[config.mk]
export PLATFORM = sky130hd
export DESIGN_NAME = mdu_mult
export DESIGN_NICKNAME = d
export VERILOG_FILES = /design/src/rtl/mdu_mult.sv
export SDC_FILE = /design/constraint.sdc
export NUM_CORES = 1
export LEC_CHECK = 0
export CORE_MARGIN = 3
export CORE_UTILIZATION = 30
export CTS_CLUSTER_SIZE = 30
export DETAILED_ROUTE_END_ITERATION = 6
export GPL_ROUTABILITY_DRIVEN = 0
export SYNTH_ARGS = -nofsm -noshare
export SYNTH_HDL_FRONTEND = slang
export SYNTH_SLANG_ARGS = --single-unit
[constraint.sdc]
create_clock -name clk -period 5.5 [get_ports clk]
set_input_delay 1.1 -clock clk [delete_from_list [all_inputs] [get_ports clk]]
set_output_delay 1.1 -clock clk [all_outputs]
set_load 0.01 [all_outputs]
[src/rtl/mdu_mult.sv]
`default_nettype none
// ============================================================================
// Module      : mdu_mult
// Description : Execute-stage iterative multiplier. Runs signed (MULT) and
//               unsigned (MULTU) operations as a radix-2 shift-add over WIDTH
//               cycles and commits the 2*WIDTH-bit product to HI/LO. Holds
//               the pipeline through stall_o while a product is in flight.
// Revision    : 1.0 - initial release
// ============================================================================
module mdu_mult #(
  parameter int         WIDTH         = 32,
  parameter logic [4:0] MULT_CONTROL  = 5'b11000,
  parameter logic [4:0] MULTU_CONTROL = 5'b11001
) (
  input  logic             clk,
  input  logic             rst,
  input  logic             valid_i,
  input  logic [4:0]       alucontrol,
  input  logic [WIDTH-1:0] a_i,
  input  logic [WIDTH-1:0] b_i,
  input  logic             adv_i,
  input  logic             flush_i,
  output logic             stall_o,
  output logic             done_o,
  output logic [WIDTH-1:0] hi_o,
  output logic [WIDTH-1:0] lo_o
);

  localparam int            C_CW   = (WIDTH > 1) ? $clog2(WIDTH) : 1;
  localparam logic [C_CW-1:0] C_LAST = C_CW'(WIDTH - 1);

  typedef enum logic [1:0] {
    S_IDLE = 2'd0,
    S_CALC = 2'd1,
    S_DONE = 2'd2
  } state_t;

  state_t               state_q, state_d;
  logic [2*WIDTH-1:0]   p_q, p_d;          // {accumulator, multiplier}
  logic [WIDTH-1:0]     mcand_q, mcand_d;  // multiplicand magnitude
  logic                 neg_q, neg_d;      // product sign for signed ops
  logic [C_CW-1:0]      count_q, count_d;
  logic [WIDTH-1:0]     hi_q, hi_d;
  logic [WIDTH-1:0]     lo_q, lo_d;

  logic                 is_mult;
  logic                 is_multu;
  logic                 start;
  logic [WIDTH-1:0]     a_mag;
  logic [WIDTH-1:0]     b_mag;
  logic [WIDTH:0]       sum;
  logic [2*WIDTH-1:0]   p_next;
  logic [2*WIDTH-1:0]   prod;

  // Decode the request and form operand magnitudes plus one shift-add step.
  always_comb begin
    is_mult  = (alucontrol == MULT_CONTROL);
    is_multu = (alucontrol == MULTU_CONTROL);
    start    = valid_i & ~flush_i & (is_mult | is_multu);
    // -(most negative) wraps to itself, which is the correct unsigned magnitude.
    a_mag    = (is_mult && a_i[WIDTH-1]) ? -a_i : a_i;
    b_mag    = (is_mult && b_i[WIDTH-1]) ? -b_i : b_i;
    sum      = {1'b0, p_q[2*WIDTH-1:WIDTH]} + (p_q[0] ? {1'b0, mcand_q} : {(WIDTH+1){1'b0}});
    p_next   = {sum, p_q[WIDTH-1:1]};
    prod     = neg_q ? -p_next : p_next;
  end

  // Next-state, datapath updates and handshake outputs.
  always_comb begin
    state_d = state_q;
    p_d     = p_q;
    mcand_d = mcand_q;
    neg_d   = neg_q;
    count_d = count_q;
    hi_d    = hi_q;
    lo_d    = lo_q;
    stall_o = 1'b0;
    done_o  = 1'b0;
    case (state_q)
      S_IDLE: begin
        if (start) begin
          stall_o = 1'b1;
          state_d = S_CALC;
          p_d     = {{WIDTH{1'b0}}, a_mag};
          mcand_d = b_mag;
          neg_d   = is_mult & (a_i[WIDTH-1] ^ b_i[WIDTH-1]);
          count_d = '0;
        end
      end
      S_CALC: begin
        // Stall stays up in the flush cycle; it drops once back in IDLE.
        stall_o = 1'b1;
        if (flush_i) begin
          state_d = S_IDLE;
        end else begin
          p_d = p_next;
          if (count_q == C_LAST) begin
            state_d = S_DONE;
            count_d = '0;
            hi_d    = prod[2*WIDTH-1:WIDTH];
            lo_d    = prod[WIDTH-1:0];
          end else begin
            count_d = count_q + 1'b1;
          end
        end
      end
      S_DONE: begin
        // The finished instruction may still sit on alucontrol; never restart here.
        done_o = 1'b1;
        if (flush_i || adv_i) begin
          state_d = S_IDLE;
        end
      end
      default: begin
        state_d = S_IDLE;
      end
    endcase
  end

  // State and datapath registers with synchronous reset.
  always_ff @(posedge clk) begin
    if (rst) begin
      state_q <= S_IDLE;
      p_q     <= '0;
      mcand_q <= '0;
      neg_q   <= 1'b0;
      count_q <= '0;
      hi_q    <= '0;
      lo_q    <= '0;
    end else begin
      state_q <= state_d;
      p_q     <= p_d;
      mcand_q <= mcand_d;
      neg_q   <= neg_d;
      count_q <= count_d;
      hi_q    <= hi_d;
      lo_q    <= lo_d;
    end
  end

  assign hi_o = hi_q;
  assign lo_o = lo_q;

endmodule
`default_nettype wire

==> results of run 1 <==
==> power groups by stage <==
stage	registers [mW]	clock network, mW	logic [mW]
floorplan	1.25	0	0.111
CTS	1.23	1.22	0.219
finish	1.23	1.20	0.219
global placement	1.26	0	0.216
global route	1.23	1.27	0.240
detailed placement	1.26	0	0.219
==> flip-flops by register name, summed over array words and instances (netlist names) <==
register,flops
state_q,2
hi_o,32
count_q,5
neg_q,1
mcand_q,32
lo_o,32
p_q,64
==> per-stage QoR <==
step	area, µm²	std cells	hold slack, ps
after CTS	13700	2088	456
after floorplan	11400	1500	432
final	13700	2088	458
after detailed placement	13200	2056	448
after global routing	13700	2088	480
after global placement	13200	2056	439
==> Yosys cell counts (all sizes together) (16+ instances only) <==
library cell	n	area, µm²
dfxtp	168	3360
nor3	31	155
or3	24	150
a21oi	117	597
nand3	44	220
nor4	16	100
ha	37	463
a211oi	112	851
xnor2	39	342
xor2	82	718
nor2	219	822
o21ai	65	325
nand2	111	417
and2	51	319
o31ai	33	248
or4	20	158
inv	28	105
clkbuf	86	323
==> final timing paths <==
| check | slack [ps] | cells past startpoint | end |
|---|---|---|---|
| setup reg to reg | 710 | 12 | hi_o[30] |
| setup / recovery | 710 | 12 | hi_o[30] |
| hold reg to reg | 460 | 2 | lo_o[0] |
| hold / removal | 460 | 2 | lo_o[0] |
==> routing by layer <==
layer  vias to the layer above  GRT usage (%)  wire length, µm
met5                         -              0                0
li1                       5652              -                -
met4                         0           3.44              406
met3                        31           2.38             2040
met2                       362           26.6            15700
met1                      5249           26.2            18300
==> critical path: cells and delay by family (launching register included) <==
family          cells  cell delay [ps]
flops               1              850
mux                 1              250
buf+inv             1              170
fa+ha+maj           1              260
simple gates        4             2060
compound gates      5             1120
==> area by class of cell <==
cell class | instances | area (µm²)
Clock inverter | 13 | 134
Clock buffer | 19 | 433
Sequential cell | 168 | 3360
Tap cell | 504 | 631
Inverter | 28 | 105
Fill cell | 3849 | 23300
Timing Repair Buffer | 152 | 1490
Multi-Input combinational cell | 1204 | 7590
==> kinds of logic after synthesis <==
logic type,after synthesis,share of synthesized area (%)
AOI/OAI and AO/OA,458,27.4
xor gates and xnor gates,121,9.28
adders and majority gates,38,4.23
buffers and inverters,128,4.31
DFF,168,29.4
muxes,6,0.526
and+or+nand+nor,581,24.8
==> summary.md, run 1 <==
| Metric | Value |
|---|---|
| CP Launch Point | p_q[0] |
| Post-CTS setup buffer count | 0 |
| Clock Tree Buf Depth | 2 |
| Most common cell after layout, fill and taps aside | nor2_1 |
| Gr usage total | 17.4% |
| Critical-path cell list | and2_1 > ha_1 > a211oi_2 > o31a_2 > a2bb2oi_1 > buf_4 > mux2i_1 > o22ai_2 > or4b_1 > or4_4 > or4_1 > a31oi_1 |
| CP peak stage delay | 850 ps |
| Post-DP HPWL | 28000 µm |
| Slew Viols, Final | 0 |
| Slack of the critical path | 709 ps |
| CP required | 5860 ps |
| Initial core utilization | 30.8% |
| Dpl ws | 770 ps |
| Routed WL | 36500 µm |
| Outcome | complete, no violations |
| Seq pwr share | 46.5% |
| First-pass GRT wire length | 58100 µm |
| Main synth FF type | dfxtp_1 |
| Max Cap Viol | 0 |
| Share of layout cells above drive strength 1 | 4.73% |
| H-tree depth | 4 |
| Clock Sink Count | 168 |
| Nature of the critical path endpoint | register |
| Number of global-route vias before repair | 10400 |
| Port buffer count | 139 |
| Ant diodes | 0 |
| RSZ-0062 raised after global routing | false |
| Fin util | 37.1% |
| Area of the core | 37000 µm² |
| Psw | 0.692 mW |
| Asr flop ratio synth | 0% |
| Clk_lat worst skew | 440 ps |
| Die Span Y | 201 µm |
| Resize count post-CTS | 0 |
| Crit-path max FO | 33 |
| #FFs+latches synth | 168 |
| Post-synth EDFFs | 0 |
| 1st-iter DRT viols | 936 |
| Gate power share | 8.3% |
| Synth Cell Area | 11400 µm² |
| Post-synthesis sequential area ratio | 29.4% |
| Worst slew margin | 21.3% |
| Most frequent cells in the layout | nor2_1 (217), dfxtp_1 (167), clkdlybuf4s50_1 (138), a21oi_1 (114), nand2_1 (111) |
| Max stage delay cell, worst path | dfxtp_1 |
| P&R area growth vs syn | 20.3% |
| Die X | 201 µm |
| Clk_skew | 20.2 ps |
| Setup violators final | 0 |
| Min-delay src | lo_o[0] |
| CTS Hold Bufs | 0 |
| Period utilization | 87.1% |
| Clock slew at the register clock pins of the worst setup and hold paths | 80 ps |
| Initial antenna violation count | 0 |
| Die area | 40500 µm² |
| CTS root buf | clkbuf_16 |
| Worst Setup Start Kind | register |
| Max frequency | 209 MHz |
| WS Path Type | register to register |
| Synth Instances | 1500 |
| Num ports | 140 |
| Mean number of vias per cell | 5.41 |
| Final Hold Viols | 0 |
| Share of total power in the clock network | 45.2% |
| PD cells | 193 nW/µm² |
| Vias | 11300 |
| CTS Buf Count | 17 |
| Data arrival time of the worst path | 5160 ps |
| Largest net degree at the start of global routing | 81 |
| Worst Max-Slew Pin Slew | 1180 ps |
| Min Tclk post-route | 4790 ps |
| Worst VDD drop | 0.158 mV |
| Setup TNS Final | 0 ps |
| Fin nets | 1683 |
| Overall Power | 2.65 mW |
| Switching part of the total | 26.1% |
| Synthesis warning total | 0 |
| DRT Pass-1 Iters | 5 |
| Antenna-violating nets left | 0 |
| Min-delay worst type | register to register |
| Number of placement rows | 70 |
| Gr ovfl total | 0 |
| CTS tree | built |
| Synthesized net count | 1612 |
| Worst r2r src | p_q[0] |
| Internal Power | 1.95 mW |
| Drt wl/cell | 17.5 µm |
| Synth unique cells | 84 |
| Leak | 4.82 nW |
| Syn_area_per_cell | 7.62 µm² |
| DRC Markers | 0 |
No activity file was read; power rests on OpenSTA's default activity.
==> run 2, diff against run 1 <==
--- a/config.mk
+++ b/config.mk
@@ -7,2 +7,3 @@
 export LEC_CHECK = 0
+export ABC_AREA = 1
 export CORE_MARGIN = 3
@@ -12,2 +13,3 @@
 export GPL_ROUTABILITY_DRIVEN = 0
+export SKIP_CTS_REPAIR_TIMING = 1
 export SYNTH_ARGS = -nofsm -noshare
--- a/constraint.sdc
+++ b/constraint.sdc
@@ -3,2 +3,2 @@
 set_output_delay 1.1 -clock clk [all_outputs]
-set_load 0.01 [all_outputs]
+set_load 0.1 [all_outputs]
==> run 2 against run 1 <==
  * Largest power group unchanged
  * Worst hold slack improved by 17 ps
  * Worst setup slack gained 930 ps
  * Utilization down 0.54 points
  * Register-to-register slack gained 1000 ps
  * Die area rose by 10%
  * Critical path depth shrank 4
==> summary.md, run 2 <==
| Metric | Value |
|---|---|
| Outcome | complete, no violations |
| DRT Pass-1 Iters | 7 (+2) |
| P&R area growth vs syn | 19.3% |
| Setup violators final | 0 (unchanged) |
| Most common cell after layout, fill and taps aside | nand2_1 |
| 1st-iter DRT viols | 1246 (+33%) |
| DRC Markers | 0 (unchanged) |
| WS Path Type | input pin to output port |
| Drt wl/cell | 15.3 µm (-12%) |
| Synth area leaders | dfxtp_1 (27%), nand2_1 (17%), inv_1 (9.2%) |
| Period utilization | 70.1% (-17 points) |
| Most frequent cells in the layout | nand2_1 (584), inv_1 (309), nor2_1 (218), dfxtp_1 (168), a21oi_1 (165) |
| Clock Sink Count | 168 (unchanged) |
| PD cells | 183 nW/µm² (-4.7%) |
| Gr usage total | 18.6% (+1.1 points) |
| Vias | 13500 (+19%) |
| Data arrival time of the worst path | 2760 ps (-2400 ps) |
| Slew Viols, Final | 0 (unchanged) |
| Hold Path Depth | 2 (unchanged) |
| Initial core utilization | 30.6% (-0.19 points) |
| Largest net degree at the start of global routing | 122 (+51%) |
| Filler cells | 4469 (+16%) |
| Nature of the critical path endpoint | output port |
| Number of global-route vias before repair | 12200 (+17%) |
| Synth top area share | 26.7% (-2.7 points) |
| Antenna-violating nets left | 0 (unchanged) |
| Gr ovfl total | 0 (unchanged) |
| Synth cell count leaders | nand2_1 (584), inv_1 (310), nor2_1 (223) |
| Count leader, synth | nand2_1 |
| Synthesized net count | 2210 (+37%) |
| Final hold slack | 474 ps (+16.5 ps) |
| #FFs+latches synth | 168 (unchanged) |
| Leak | 7.58 nW (+57%) |
| Biggest register | p_q |
| H-tree depth | 4 (unchanged) |
| Number of placement rows | 74 (+5.7%) |
| Asr flop ratio synth | 0% (unchanged) |
| Synthesis warning total | 0 (unchanged) |
| Post-DP HPWL | 33200 µm (+19%) |
| Max Cap Viol | 0 (unchanged) |
| Clock Tree Buf Depth | 2 (unchanged) |
| CP required | 4400 ps (-1460 ps) |
| Dominant cell type by area after synthesis | dfxtp_1 |
| Worst Max-Slew Pin Slew | 1060 ps (-121 ps) |
| Routed WL | 42000 µm (+15%) |
| Die X | 211 µm (+4.9%) |
| Worst VDD drop | 0.201 mV (+27%) |
| Worst-case reg-to-reg path depth | 20 (+8) |
| Synth Instances | 2098 (+40%) |
| Mean number of vias per cell | 4.93 (-8.9%) |
| Clk_skew | 16.1 ps (-4.09 ps) |
| Clock slew at the register clock pins of the worst setup and hold paths | 70 ps (about the same) |
| Area of the core | 41100 µm² (+11%) |
| Hold endpoint | p_q[62] |
| Min-delay worst type | register to register |
| CTS tree | built |
| Num ports | 140 (unchanged) |
| Syn_area_per_cell | 6.00 µm² (-21%) |
| Internal reg-to-reg setup slack | 1730 ps (+1020 ps) |
| Min Tclk post-route | 3860 ps (-934 ps) |
| Synth Cell Area | 12600 µm² (+10%) |
| First-pass GRT wire length | 66100 µm (+14%) |
| Final Hold Viols | 0 (unchanged) |
| Max reg flops | 64 (unchanged) |
| Main synth FF type | dfxtp_1 |
| Synth unique cells | 47 (-44%) |
| Share of layout cells above drive strength 1 | 6.35% (+1.6 points) |
| Max frequency | 259 MHz (+24%) |
| Setup TNS Final | 0 ps (unchanged) |
| Reg-to-Reg End | hi_o[31] |
| CTS Buf Count | 17 (unchanged) |
| Fin nets | 2304 (+37%) |
| Worst slew margin | 29.1% (+7.9 points) |
| Clk_lat worst skew | 450 ps (about the same) |
| CTS root buf | clkbuf_16 |
| Crit-path max FO | 10 (-70%) |
| Die Span Y | 211 µm (+4.9%) |
| Initial antenna violation count | 0 (unchanged) |
| Port buffer count | 139 (unchanged) |
| Worst Setup Start Kind | input pin |
| RSZ-0062 raised after global routing | false |
| Min-delay src | p_q[62] |
| Post-synth EDFFs | 0 (unchanged) |
| Post-synthesis sequential area ratio | 26.7% (-2.7 points) |
| Die area | 44500 µm² (+10%) |
| Worst r2r src | p_q[0] |
| Ant diodes | 0 (unchanged) |
[run 2: cell count changes in the layout (fill, tap and decap cells not counted), moves of 47 or more]
cell      change
and2_1       -47
nand3_1      +63
nand2_1     +473
o21ai_0      +54
inv_1       +281
a211oi_1    -109
a21oi_1      +51
[run 2: worst max path at each step]
| stage | start | to | slack (ps) | cells past startpoint |
|---|---|---|---|---|
| 2_1_floorplan | alucontrol[4] | stall_o | 1890 | 6 |
| 3_3_place_gp | alucontrol[4] | stall_o | 1620 | 8 |
| 3_5_place_dp | alucontrol[4] | stall_o | 1610 | 8 |
| 4_1_cts | alucontrol[4] | stall_o | 1600 | 8 |
| 5_1_grt | alucontrol[4] | stall_o | 1520 | 8 |
| 6_report | alucontrol[4] | stall_o | 1640 | 8 |
[run 2: cell families (layout without fill, tap and decap cells)]
group           count (synthesis)  after routing  synth area share, %
compound gates                351            351                 15.5
xor+xnor                       74             74                 5.20
fa+ha+maj                      38             38                 3.83
buf+inv                       405            511                 12.4
flops                         168            168                 26.7
simple gates                 1062           1062                 36.4
[run 2: final cells by class]
cell class                      instances  area, µm²  share of cell area, %
Clock inverter                         13        134                  0.891
Multi-Input combinational cell       1525       7700                   51.2
Clock buffer                           18        439                   2.92
Sequential cell                       168       3360                   22.4
Tap cell                              532        666                   4.43
Timing Repair Buffer                  152       1490                   9.94
Inverter                              328       1230                   8.19
[run 2: per-stage QoR]
| stage | setup slack, ps | util (%) | area (µm²) | total power, mW | instances |
|---|---|---|---|---|---|
| after global placement | 1620 | 35.2 | 14500 | 1.56 | 2705 |
| after floorplan | 1890 | - | 12600 | 1.43 | 2098 |
| after CTS | 1600 | 36.6 | 15000 | 2.78 | 2736 |
| after global routing | 1520 | 36.6 | 15000 | 2.86 | 2736 |
| final | 1640 | 36.6 | 15000 | 2.76 | 2736 |
| after detailed placement | 1610 | 35.2 | 14500 | 1.56 | 2705 |
[run 2: critical path, stage by stage]
cell and delay (ps):
clkdlybuf4s50_1 460, inv_1 40, nor2_1 120, nand4_1 170, nor2_4 120, clkinv_1 290
nand2_1 150, buf_4 300
[run 2: routing by layer]
layer | vias up | global-route usage [%] | share of wire (%)
met5 | - | 0 | 0
met3 | 44 | 2.51 | 5.3
met4 | 0 | 5.33 | 1.8
li1 | 6852 | - | -
met1 | 6195 | 26.4 | 48
met2 | 393 | 29.4 | 45
[run 2: report_power, final]
| group | total (mW) | internal, mW | leakage, nW | switching (mW) |
|---|---|---|---|---|
| Sequential | 1.23 | 1.22 | 1.35 | 0.00928 |
| Clock | 1.22 | 0.648 | 0.279 | 0.569 |
| Combinational | 0.307 | 0.118 | 5.95 | 0.190 |
==> run 3, diff against run 2 <==
clock period = 3.25 ns   (was 5.5 ns; I/O delays follow)
==> run 3 against run 2 <==
  * Routed wire length up 1.9%
  * Final area up 5.0%
  * Critical path depth up 12
  * Critical endpoint is now hi_o[31]
  * Largest cell class unchanged
==> summary.md, run 3 (synthesis gave the netlist of run 2 again) <==
| Metric | Value |
|---|---|
| DRC Markers | 0 (unchanged) |
| Outcome | complete, no violations |
| P&R area growth vs syn | 25.3% |
| Drt wl/cell | 15.1 µm (-1.4%) |
| GRT met1 Usage | 25.7% (-0.71 points) |
| DRT Pass-1 Iters | 7 (unchanged) |
| Min-delay worst type | register to register |
| Biggest register | p_q |
| Min Tclk post-route | 3050 ps |
| Dpl cell area | 15000 µm² (+3.7%) |
| Final Hold Viols | 0 (unchanged) |
| Initial core utilization | 30.6% (unchanged) |
| Gr usage total | 18.7% (+0.14 points) |
| Worst VDD drop | 0.248 mV (+24%) |
| Routed WL | 42800 µm (+1.9%) |
| Area of the core | 41100 µm² (unchanged) |
| Port buffer count | 139 (unchanged) |
| # placed instances | 2792 (+3.2%) |
| Largest net degree at the start of global routing | 121 (-0.82%) |
| Die area | 44500 µm² (unchanged) |
| Max Cap Viol | 0 (unchanged) |
| Number of placement rows | 74 (unchanged) |
| PD cells | 304 nW/µm² (+66%) |
| Clock slew at the register clock pins of the worst setup and hold paths | 80 ps (about the same) |
| First-pass GRT wire length | 66500 µm (+0.63%) |
| CTS tree | built |
| Non-Filler Instances | 2826 (+3.3%) |
| Clk_lat worst skew | 460 ps (about the same) |
| Critical-path cell list | clkbuf_16 > nand2_1 > inv_1 > ha_1 > nand2_1 > nor2_2 > inv_1 > nor2_1 > nand3_1 > nand3_1 > nand2_1 > nand2_1 > nand2_1 > nor2_1 > nand2_1 > nand2_1 > a21oi_1 > nor2_1 > buf_4 > nor2_1 |
| RSZ-0062 raised after global routing | true |
| Max stage delay cell, worst path | dfxtp_4 |
| Fin nets | 2393 (+3.9%) |
| Vias | 13700 (+1.4%) |
| Seq pwr share | 43.5% (-1.2 points) |
| Most frequent cells in the layout | nand2_1 (570), inv_1 (309), nor2_1 (206), dfxtp_1 (167), a21oi_1 (165) |
| Worst Setup Start Kind | register |
| Data arrival time of the worst path | 3400 ps (+640 ps) |
| Die X | 211 µm (unchanged) |
| CTS Buf Count | 17 (unchanged) |
| Period utilization | 93.9% |
| CTS root buf | clkbuf_16 |
| Initial antenna violation count | 0 (unchanged) |
| Clk_skew | 13.9 ps (-2.17 ps) |
| Filler cells | 4466 (-0.067%) |
| Internal Power | 3.42 mW (+72%) |
| Post-DP HPWL | 33800 µm (+1.7%) |
| Nature of the critical path endpoint | register |
| CP peak stage delay | 380 ps (-80 ps) |
| Worst Max-Slew Pin Slew | 920 ps (-140 ps) |
| Gr busiest metal | met2 |
| Max frequency | 328 MHz |
| Gate power share | 12.0% (+0.9 points) |
| Slack of the critical path | 198 ps (-1440 ps) |
| Psw | 1.38 mW (+79%) |
| H-tree depth | 4 (unchanged) |
| Most common cell after layout, fill and taps aside | nand2_1 |
| Dpl ws | 107 ps (-1500 ps) |
| Gr ovfl total | 0 (unchanged) |
| Ant diodes | 0 (unchanged) |
| Post-route design area | 15800 µm² (+5.0%) |
| Clock Sink Count | 168 (unchanged) |
| Share of layout cells above drive strength 1 | 14.3% (+7.9 points) |
| Delay-heaviest family, CP | simple AND/OR/NAND/NOR gates |
| Die Span Y | 211 µm (unchanged) |
| Fin util | 38.4% (+1.8 points) |
| M3 GR Usage | 2.91% (+0.40 points) |
| Antenna-violating nets left | 0 (unchanged) |
| Met2 usage | 30.4% (+0.94 points) |
| WS Path Type | register to register |
| Most frequent CP cell | nand2_1 |
| 1st-iter DRT viols | 957 (-23%) |
| Crit-path max FO | 16 (+6) |
| CP required | 3600 ps (-800 ps) |
| Share of total power in the clock network | 44.4% (+0.3 points) |
| Num ports | 140 (unchanged) |
| Max reg flops | 64 (unchanged) |
| Number of global-route vias before repair | 12400 (+2.0%) |
| Buffer and inverter count on the worst path | 4 (unchanged) |
| Clock Tree Buf Depth | 2 (unchanged) |
| Slew Viols, Final | 0 (unchanged) |
| Setup violators final | 0 (unchanged) |
| Switching part of the total | 28.7% (+0.88 points) |
| Worst slew margin | 38.6% (+9.5 points) |
| Leak | 8.22 nW (+8.3%) |
| Mean number of vias per cell | 4.84 (-1.8%) |
==> run 3: cell type report <==
cell class	instances	area, µm²	area share [%]
Clock buffer	17	425	2.70
Multi-Input combinational cell	1525	7840	49.7
Clock inverter	15	185	1.17
Timing Repair Buffer	241	2070	13.1
Sequential cell	168	3370	21.3
Inverter	328	1230	7.80
Tap cell	532	666	4.22
==> run 3: per-layer routing <==
metal  up-vias  wire, µm  part of all wire, %
met5         -         0                    0
met4         0       993                  2.3
met3        50      1890                  4.4
met2       334     19800                   46
met1      6257     20000                   47
li1       7038         -                    -
==> run 3: per-stage QoR <==
step	total power, mW	hold slack (ps)	TNS, ps
2_1_floorplan	2.43	445	0
3_3_place_gp	2.67	457	0
3_5_place_dp	2.68	463	0
4_1_cts	4.81	475	0
5_1_grt	4.98	490	-22.7
6_report	4.79	475	0
==> run 3: worst register-to-register path, delay by kind of cell (launching register included) <==
kind | cells | cell delay [ps]
AO/OA/AOI/OAI | 1 | 70
adder cells (fa/ha/maj) | 1 | 380
buffers and inverters | 4 | 460
flip-flops | 1 | 380
AND/OR/NAND/NOR | 14 | 1670
==> run 3: worst paths after layout <==
check             slack (ps)        to    start  cells after the start
setup / recovery         200  hi_o[31]   p_q[0]                     20
hold / removal           470   p_q[35]  p_q[35]                      2
setup reg to reg         200  hi_o[31]   p_q[0]                     20
hold reg to reg          470   p_q[35]  p_q[35]                      2
==> run 3: power by group through the flow <==
stage	clock network, mW	logic, mW	registers (mW)
finish	2.13	0.577	2.09
global route	2.26	0.633	2.09
CTS	2.18	0.548	2.09
detailed placement	0	0.546	2.13
global placement	0	0.540	2.13
floorplan	0	0.299	2.13
